File: src/rtl/gcd_pkg.sv
// Shared encodings for the subtractive GCD control path: FSM states,
// ALU operation codes and operand mux selects.
package gcd_pkg;

    typedef enum logic [3:0] {
        S_IDLE,
        S_LOAD,
        S_CMP_EQ,
        S_CMP_GT,
        S_SUB_A,
        S_SUB_B,
        S_OUTPUT,
        S_DONE,
        S_ERROR
    } state_e;

    localparam logic [1:0] ALU_A_MINUS_B = 2'b00;
    localparam logic [1:0] ALU_B_MINUS_A = 2'b01;
    localparam logic [1:0] ALU_CMP_EQ    = 2'b10;
    localparam logic [1:0] ALU_CMP_GT    = 2'b11;

    localparam logic SEL_EXT = 1'b0;
    localparam logic SEL_SUB = 1'b1;

endpackage

File: src/rtl/gcd_iter_counter.sv
// Saturating iteration counter: clear wins over increment, and the count
// sticks at MAX so it can never wrap back below the watchdog limit.
module gcd_iter_counter #(
    parameter int MAX = 15,
    parameter int W   = 4
) (
    input  logic         clk_i,
    input  logic         rst_i,
    input  logic         clr_i,
    input  logic         inc_i,
    output logic [W-1:0] count_o,
    output logic         at_limit_o
);

    localparam logic [W-1:0] MAX_V = W'(MAX);

    logic [W-1:0] count_q, count_d;

    assign at_limit_o = (count_q == MAX_V);
    assign count_o    = count_q;

    always_comb begin
        count_d = count_q;
        if (clr_i)
            count_d = '0;
        else if (inc_i && !at_limit_o)
            count_d = count_q + W'(1);
    end

    always_ff @(posedge clk_i or posedge rst_i) begin
        if (rst_i)
            count_q <= '0;
        else
            count_q <= count_d;
    end

endmodule

File: src/rtl/gcd_controller.sv
// Moore control FSM for the 4-bit subtractive GCD datapath, with a
// busy/done/error handshake and an iteration watchdog.
module gcd_controller
    import gcd_pkg::*;
#(
    parameter int MAX_ITER = 15,
    parameter int ITER_W   = 4
) (
    input  logic              clock,
    input  logic              reset,
    input  logic              start,
    input  logic              x_eq_y,
    input  logic              x_greater_y,
    output logic              enable,
    output logic [1:0]        sel,
    output logic              a_load,
    output logic              b_load,
    output logic              a_sel,
    output logic              b_sel,
    output logic              d_load,
    output logic              busy,
    output logic              done,
    output logic              error,
    output logic [ITER_W-1:0] iter_count
);

    state_e state_q, state_d;
    logic   at_limit;
    logic   cnt_clr, cnt_inc;

    assign cnt_clr = (state_q == S_IDLE) && start;
    assign cnt_inc = (state_q == S_SUB_A) || (state_q == S_SUB_B);

    gcd_iter_counter #(
        .MAX (MAX_ITER),
        .W   (ITER_W)
    ) u_iter (
        .clk_i      (clock),
        .rst_i      (reset),
        .clr_i      (cnt_clr),
        .inc_i      (cnt_inc),
        .count_o    (iter_count),
        .at_limit_o (at_limit)
    );

    always_ff @(posedge clock or posedge reset) begin
        if (reset)
            state_q <= S_IDLE;
        else
            state_q <= state_d;
    end

    always_comb begin
        state_d = state_q;
        enable  = 1'b0;
        sel     = ALU_A_MINUS_B;
        a_load  = 1'b0;
        b_load  = 1'b0;
        a_sel   = SEL_EXT;
        b_sel   = SEL_EXT;
        d_load  = 1'b0;
        busy    = 1'b1;
        done    = 1'b0;
        error   = 1'b0;
        unique case (state_q)
            S_IDLE: begin
                busy = 1'b0;
                if (start) state_d = S_LOAD;
            end
            S_LOAD: begin
                a_load  = 1'b1;
                b_load  = 1'b1;
                state_d = S_CMP_EQ;
            end
            S_CMP_EQ: begin
                enable = 1'b1;
                sel    = ALU_CMP_EQ;
                // Equality takes priority so a result on the last allowed step still completes.
                if (x_eq_y)        state_d = S_OUTPUT;
                else if (at_limit) state_d = S_ERROR;
                else               state_d = S_CMP_GT;
            end
            S_CMP_GT: begin
                enable  = 1'b1;
                sel     = ALU_CMP_GT;
                state_d = x_greater_y ? S_SUB_A : S_SUB_B;
            end
            S_SUB_A: begin
                enable  = 1'b1;
                sel     = ALU_A_MINUS_B;
                a_sel   = SEL_SUB;
                a_load  = 1'b1;
                state_d = S_CMP_EQ;
            end
            S_SUB_B: begin
                enable  = 1'b1;
                sel     = ALU_B_MINUS_A;
                b_sel   = SEL_SUB;
                b_load  = 1'b1;
                state_d = S_CMP_EQ;
            end
            S_OUTPUT: begin
                d_load  = 1'b1;
                state_d = S_DONE;
            end
            S_DONE: begin
                done    = 1'b1;
                state_d = S_IDLE;
            end
            S_ERROR: begin
                error   = 1'b1;
                state_d = S_IDLE;
            end
            default: state_d = S_IDLE;
        endcase
    end

endmodule

File: config.mk
export PLATFORM = sky130hd
export DESIGN_NAME = gcd_controller
export DESIGN_NICKNAME = d
export VERILOG_FILES = /design/src/rtl/gcd_pkg.sv /design/src/rtl/gcd_iter_counter.sv /design/src/rtl/gcd_controller.sv
export SDC_FILE = /design/constraint.sdc
export NUM_CORES = 1
export LEC_CHECK = 0
export CAP_MARGIN = 20
export CORE_MARGIN = 3
export CORE_UTILIZATION = 38
export CTS_CLUSTER_SIZE = 16
export DETAILED_ROUTE_END_ITERATION = 7
export HOLD_SLACK_MARGIN = 0.03
export PLACE_DENSITY = 0.73
export REMOVE_ABC_BUFFERS = 1
export SETUP_SLACK_MARGIN = 0.2
export SYNTH_ARGS = -nofsm -noshare
export SYNTH_HDL_FRONTEND = slang
export SYNTH_SLANG_ARGS = --single-unit
File: constraint.sdc
create_clock -name clock -period 1.3 [get_ports clock]
set_input_delay 0.325 -clock clock [delete_from_list [all_inputs] [get_ports clock]]
set_output_delay 0.325 -clock clock [all_outputs]
set_load 0.05 [all_outputs]
==> flow_summary.json, run 1 <==
{
  "run_status": "stopped before the end",
  "lastStage": "global routing",
  "error": "[ERROR DPL-0038] Utilization greater than 100%, impossible to legalize",
  "syn_avg_cell_area_um2": 8.64,
  "cts-root-buf": "clkbuf_4",
  "synthCells": 64,
  "yosysWarnings": 0,
  "ys_dominant_reg_cell": "dfrtp_1",
  "synth-edff-count": 0,
  "portBuffers": 19,
  "synth_top_family_by_area": "simple AND/OR/NAND/NOR gates",
  "gp_congestion": 0.827,
  "chipHeight_um": 44.2,
  "place_ws_ps": -157,
  "cts_made_buffers": 3,
  "synth-xor-area-share_pct": 3.17,
  "num_rows": 13,
  "synth_compound_area_share_pct": 17.6,
  "io_pins": 20,
  "synthAdderAreaFrac_pct": 2.26,
  "yosysSeqAreaShare_pct": 36.2,
  "synth-seq-cells": 8,
  "start_util_pct": 41.5,
  "dp_hpwl_um": 1400,
  "cts.sinks": 8,
  "grt_max_degree": 11,
  "netlist_area_um2": 553,
  "synth_cell_type_count": 30,
  "clockBufferDepth": 2,
  "yosys.area_share.simple_pct": 34.2,
  "synthMuxAreaShare_pct": 0,
  "worstEndpointGrtRepair": "a_load",
  "cts_hold_buf": 0,
  "h-tree-depth": 1,
  "die_w_um": 44.2,
  "worstEpCategory": "primary output",
  "ys_async_sr_fraction_pct": 100
}
-- Yosys cell counts (all sizes together) (2+ instances only) --
cell type	count	area [µm²]
dfrtp	8	200
nor2	5	18.8
nor3	5	25.0
a21oi	4	20.0
nand3	4	20.0
nor3b	4	35.0
o21ai	4	20.0
and3	3	18.8
buf	3	21.3
clkbuf	3	11.3
a211oi	2	15.0
nand2	2	7.51
nand2b	2	12.5
-- timing repair --
action	CTS
pin swaps	6
endpoints found under the setup margin	22
setup buffers	6
gates resized for setup	27
-- per-stage QoR --
step                      cell area, µm²  utilization (%)  cells
after floorplan                      520                -     58
after global placement              1060             79.5    116
after detailed placement            1060             79.5    116
after CTS                           1220             91.8    125
-- kinds of logic after synthesis --
group,Yosys count
compound gates,15
xor+xnor,2
fa+ha+maj,1
buf+inv,7
flops,8
simple gates,31
==> run 2, diff against run 1 <==
--- a/config.mk
+++ b/config.mk
@@ -6,14 +6,11 @@
 export NUM_CORES = 1
 export LEC_CHECK = 0
 export CAP_MARGIN = 20
-export CORE_MARGIN = 3
-export CORE_UTILIZATION = 38
-export CTS_CLUSTER_SIZE = 16
+export CORE_AREA = 3 3 64 66
 export DETAILED_ROUTE_END_ITERATION = 7
-export HOLD_SLACK_MARGIN = 0.03
-export PLACE_DENSITY = 0.73
+export DIE_AREA = 0 0 67 69
+export PLACE_DENSITY_LB_ADDON = 0.15
 export REMOVE_ABC_BUFFERS = 1
-export SETUP_SLACK_MARGIN = 0.2
 export SYNTH_ARGS = -nofsm -noshare
 export SYNTH_HDL_FRONTEND = slang
 export SYNTH_SLANG_ARGS = --single-unit
==> constraint.sdc (replaced) <==
create_clock -name clock -period 1.7 [get_ports clock]
set_input_delay 0.425 -clock clock [delete_from_list [all_inputs] [get_ports clock]]
set_output_delay 0.425 -clock clock [all_outputs]
set_load 0.05 [all_outputs]
==> flow_summary.json, run 2 <==
{
  "tightestPinTransition_ps": 352,
  "fin_crit_sh_pct": 103,
  "seq_area_um2": 205,
  "peakVddDrop_v": 0.000827,
  "synth-seq-cells": 8,
  "synth-edff-count": 0,
  "worst-path-max-fanout": 7,
  "ys_top_cells_by_count": "dfrtp_1, nor2_1, nor3_1",
  "synth_top_area_share_pct": 36.2,
  "yosysWarnings": 0,
  "run_status": "finished, violations left",
  "fmax_mhz": 573,
  "cellPowerDensity_nw_per_um2": 2300,
  "maxCapViolations": 0,
  "cts_made_buffers": 3,
  "area_growth_pct": 120,
  "coreArea_um2": 3630,
  "power_frac_clock_pct": 8.4,
  "num_rows": 22,
  "drive_above_1_share_pct": 57.6,
  "tns_ps": -202,
  "routed_wl_um": 1740,
  "hp-class": "in2async",
  "fin_crit_ps": 1750,
  "clockBufferDepth": 2,
  "cts-root-buf": "clkbuf_8",
  "synthTopCellsByArea": "dfrtp_1, nor3_1, nor3b_1, a21oi_1, nand3_1",
  "h-tree-depth": 1,
  "drt_iter0_drc": 12,
  "synth_cell_type_count": 30,
  "cp-end-kind": "primary output",
  "vias": 627,
  "grt_pass1_vias": 637,
  "path_clk_slew_ps": 50,
  "rsz0062_at_grt": "yes",
  "use_met3_pct": 3.26,
  "netlist_area_um2": 553,
  "syn_avg_cell_area_um2": 8.64,
  "yosysMostFrequentCell": "dfrtp_1",
  "drc_errors": 0,
  "power.switching_mw": 1.28,
  "final_util_pct": 33.4,
  "diodes": 0,
  "firstDrtPassIters": 3,
  "cts.sinks": 8,
  "nets": 107,
  "relSlewSlack_pct": 76.5,
  "skew_ps": 2.47,
  "ys_async_sr_fraction_pct": 100,
  "die_w_um": 67,
  "setup_violations": 5,
  "fillers": 401,
  "hold_viol": 0,
  "mostFrequentLayoutCells": "buf_12, buf_4",
  "use_met1_pct": 10.1,
  "power.leakage_nw": 0.496,
  "antenna_found_initial": 0,
  "switching_share_pct": 46.0,
  "io_pins": 20,
  "top_usage_layer": "met2",
  "seq_power_share_pct": 14.6,
  "portBuffers": 19,
  "ys_dominant_reg_cell": "dfrtp_1",
  "grt_max_degree": 13,
  "grtUsageMet2_pct": 11.9,
  "grt.total_usage_pct": 7.94,
  "viasPerCell": 4.27,
  "arrival_ps": 1320,
  "tritoncts": "yes",
  "pwr-share-comb_pct": 77.0,
  "report.final.slew_viol_count": 0,
  "grt_overflow_total": 0,
  "grt_pass1_wl_um": 2900,
  "dp_hpwl_um": 1270,
  "crit_path_start_kind": "register",
  "layout_setup_ws_ps": -45.8,
  "wire_per_inst_um": 11.9,
  "violations": "negative setup slack",
  "path_class": "reg2out",
  "worstPathRequired_ps": 1270,
  "ant_nets": 0,
  "start_util_pct": 15.2,
  "yosysTopAreaCell": "dfrtp_1",
  "chipHeight_um": 69,
  "p_int_mw": 1.51,
  "gp_congestion": 0.823,
  "synthCells": 64,
  "insertion_delay_ps": 230,
  "multi_input_area_um2": 403,
  "dieArea_um2": 4620,
  "yosysSeqAreaShare_pct": 36.2
}
-- run 2: cell counts after synthesis --
No cell type changed its count.
-- run 2: per-layer routing --
metal,vias up,wire (µm)
met3,0,127
met1,304,808
met5,-,0
met2,16,807
met4,0,0
li1,307,-
-- run 2: cells by family (layout without fill, tap and decap cells) --
logic type	after synthesis	in the layout	synth area share (%)
fa+ha+maj	1	1	2.26
xor+xnor	2	2	3.17
compound gates	15	15	17.6
simple gates	31	31	34.2
buf+inv	7	42	6.56
flops	8	8	36.2
-- run 2: cell type report --
class	instances	share of cell area (%)
Tap cell	48	4.94
Inverter	1	0.309
Timing Repair Buffer	38	41.3
Multi-Input combinational cell	49	33.2
Sequential cell	8	16.9
Clock buffer	3	3.40
-- run 2: final timing paths --
| path | startpoint | end | slack, ps | cells past startpoint |
|---|---|---|---|---|
| setup / recovery | state_q[2] | sel[0] | -50 | 4 |
| hold / removal | reset | u_iter.count_o[1] | 460 | 2 |
| setup reg to reg | state_q[1] | u_iter.count_o[0] | 60 | 5 |
| hold reg to reg | u_iter.count_o[3] | u_iter.count_o[3] | 620 | 1 |
| max in group asynchronous | reset | state_q[0] | 950 | 2 |
| min in group clock | u_iter.count_o[3] | u_iter.count_o[3] | 620 | 1 |
-- run 2: worst max-delay path, stage by stage (launching register included) --
cell and delay [ps]:
dfrtp_2 430, buf_8 150, xor2_2 140, and3b_2 220, buf_12 150
-- run 2: timing repair --
item | CTS | global route
buffers inserted | 6 | 2
pin swaps | 5 | 5
gates resized for setup | 21 | 7
hold buffers | 0 | 0
endpoints found under the setup margin | 10 | 11
-- run 2: power by group through the flow --
stage	Combinational [mW]	Sequential, mW	Clock (mW)
floorplan	0.744	0.538	0
global placement	1.85	0.383	0
detailed placement	1.84	0.386	0
CTS	2.07	0.402	0.244
global route	2.26	0.423	0.255
finish	2.15	0.408	0.235
-- run 2: stage by stage --
stage | hold slack [ps] | total power, mW | setup WS (ps) | cell area (µm²) | std cells
2_1_floorplan | 241 | 1.28 | -943 | 520 | 58
3_3_place_gp | 602 | 2.24 | 74.7 | 1000 | 136
3_5_place_dp | 606 | 2.23 | 75.4 | 1000 | 136
4_1_cts | 479 | 2.72 | -83.5 | 1170 | 145
5_1_grt | 509 | 2.94 | -93.4 | 1210 | 147
6_report | 464 | 2.79 | -45.8 | 1210 | 147
(Power assumes the default switching activity.)
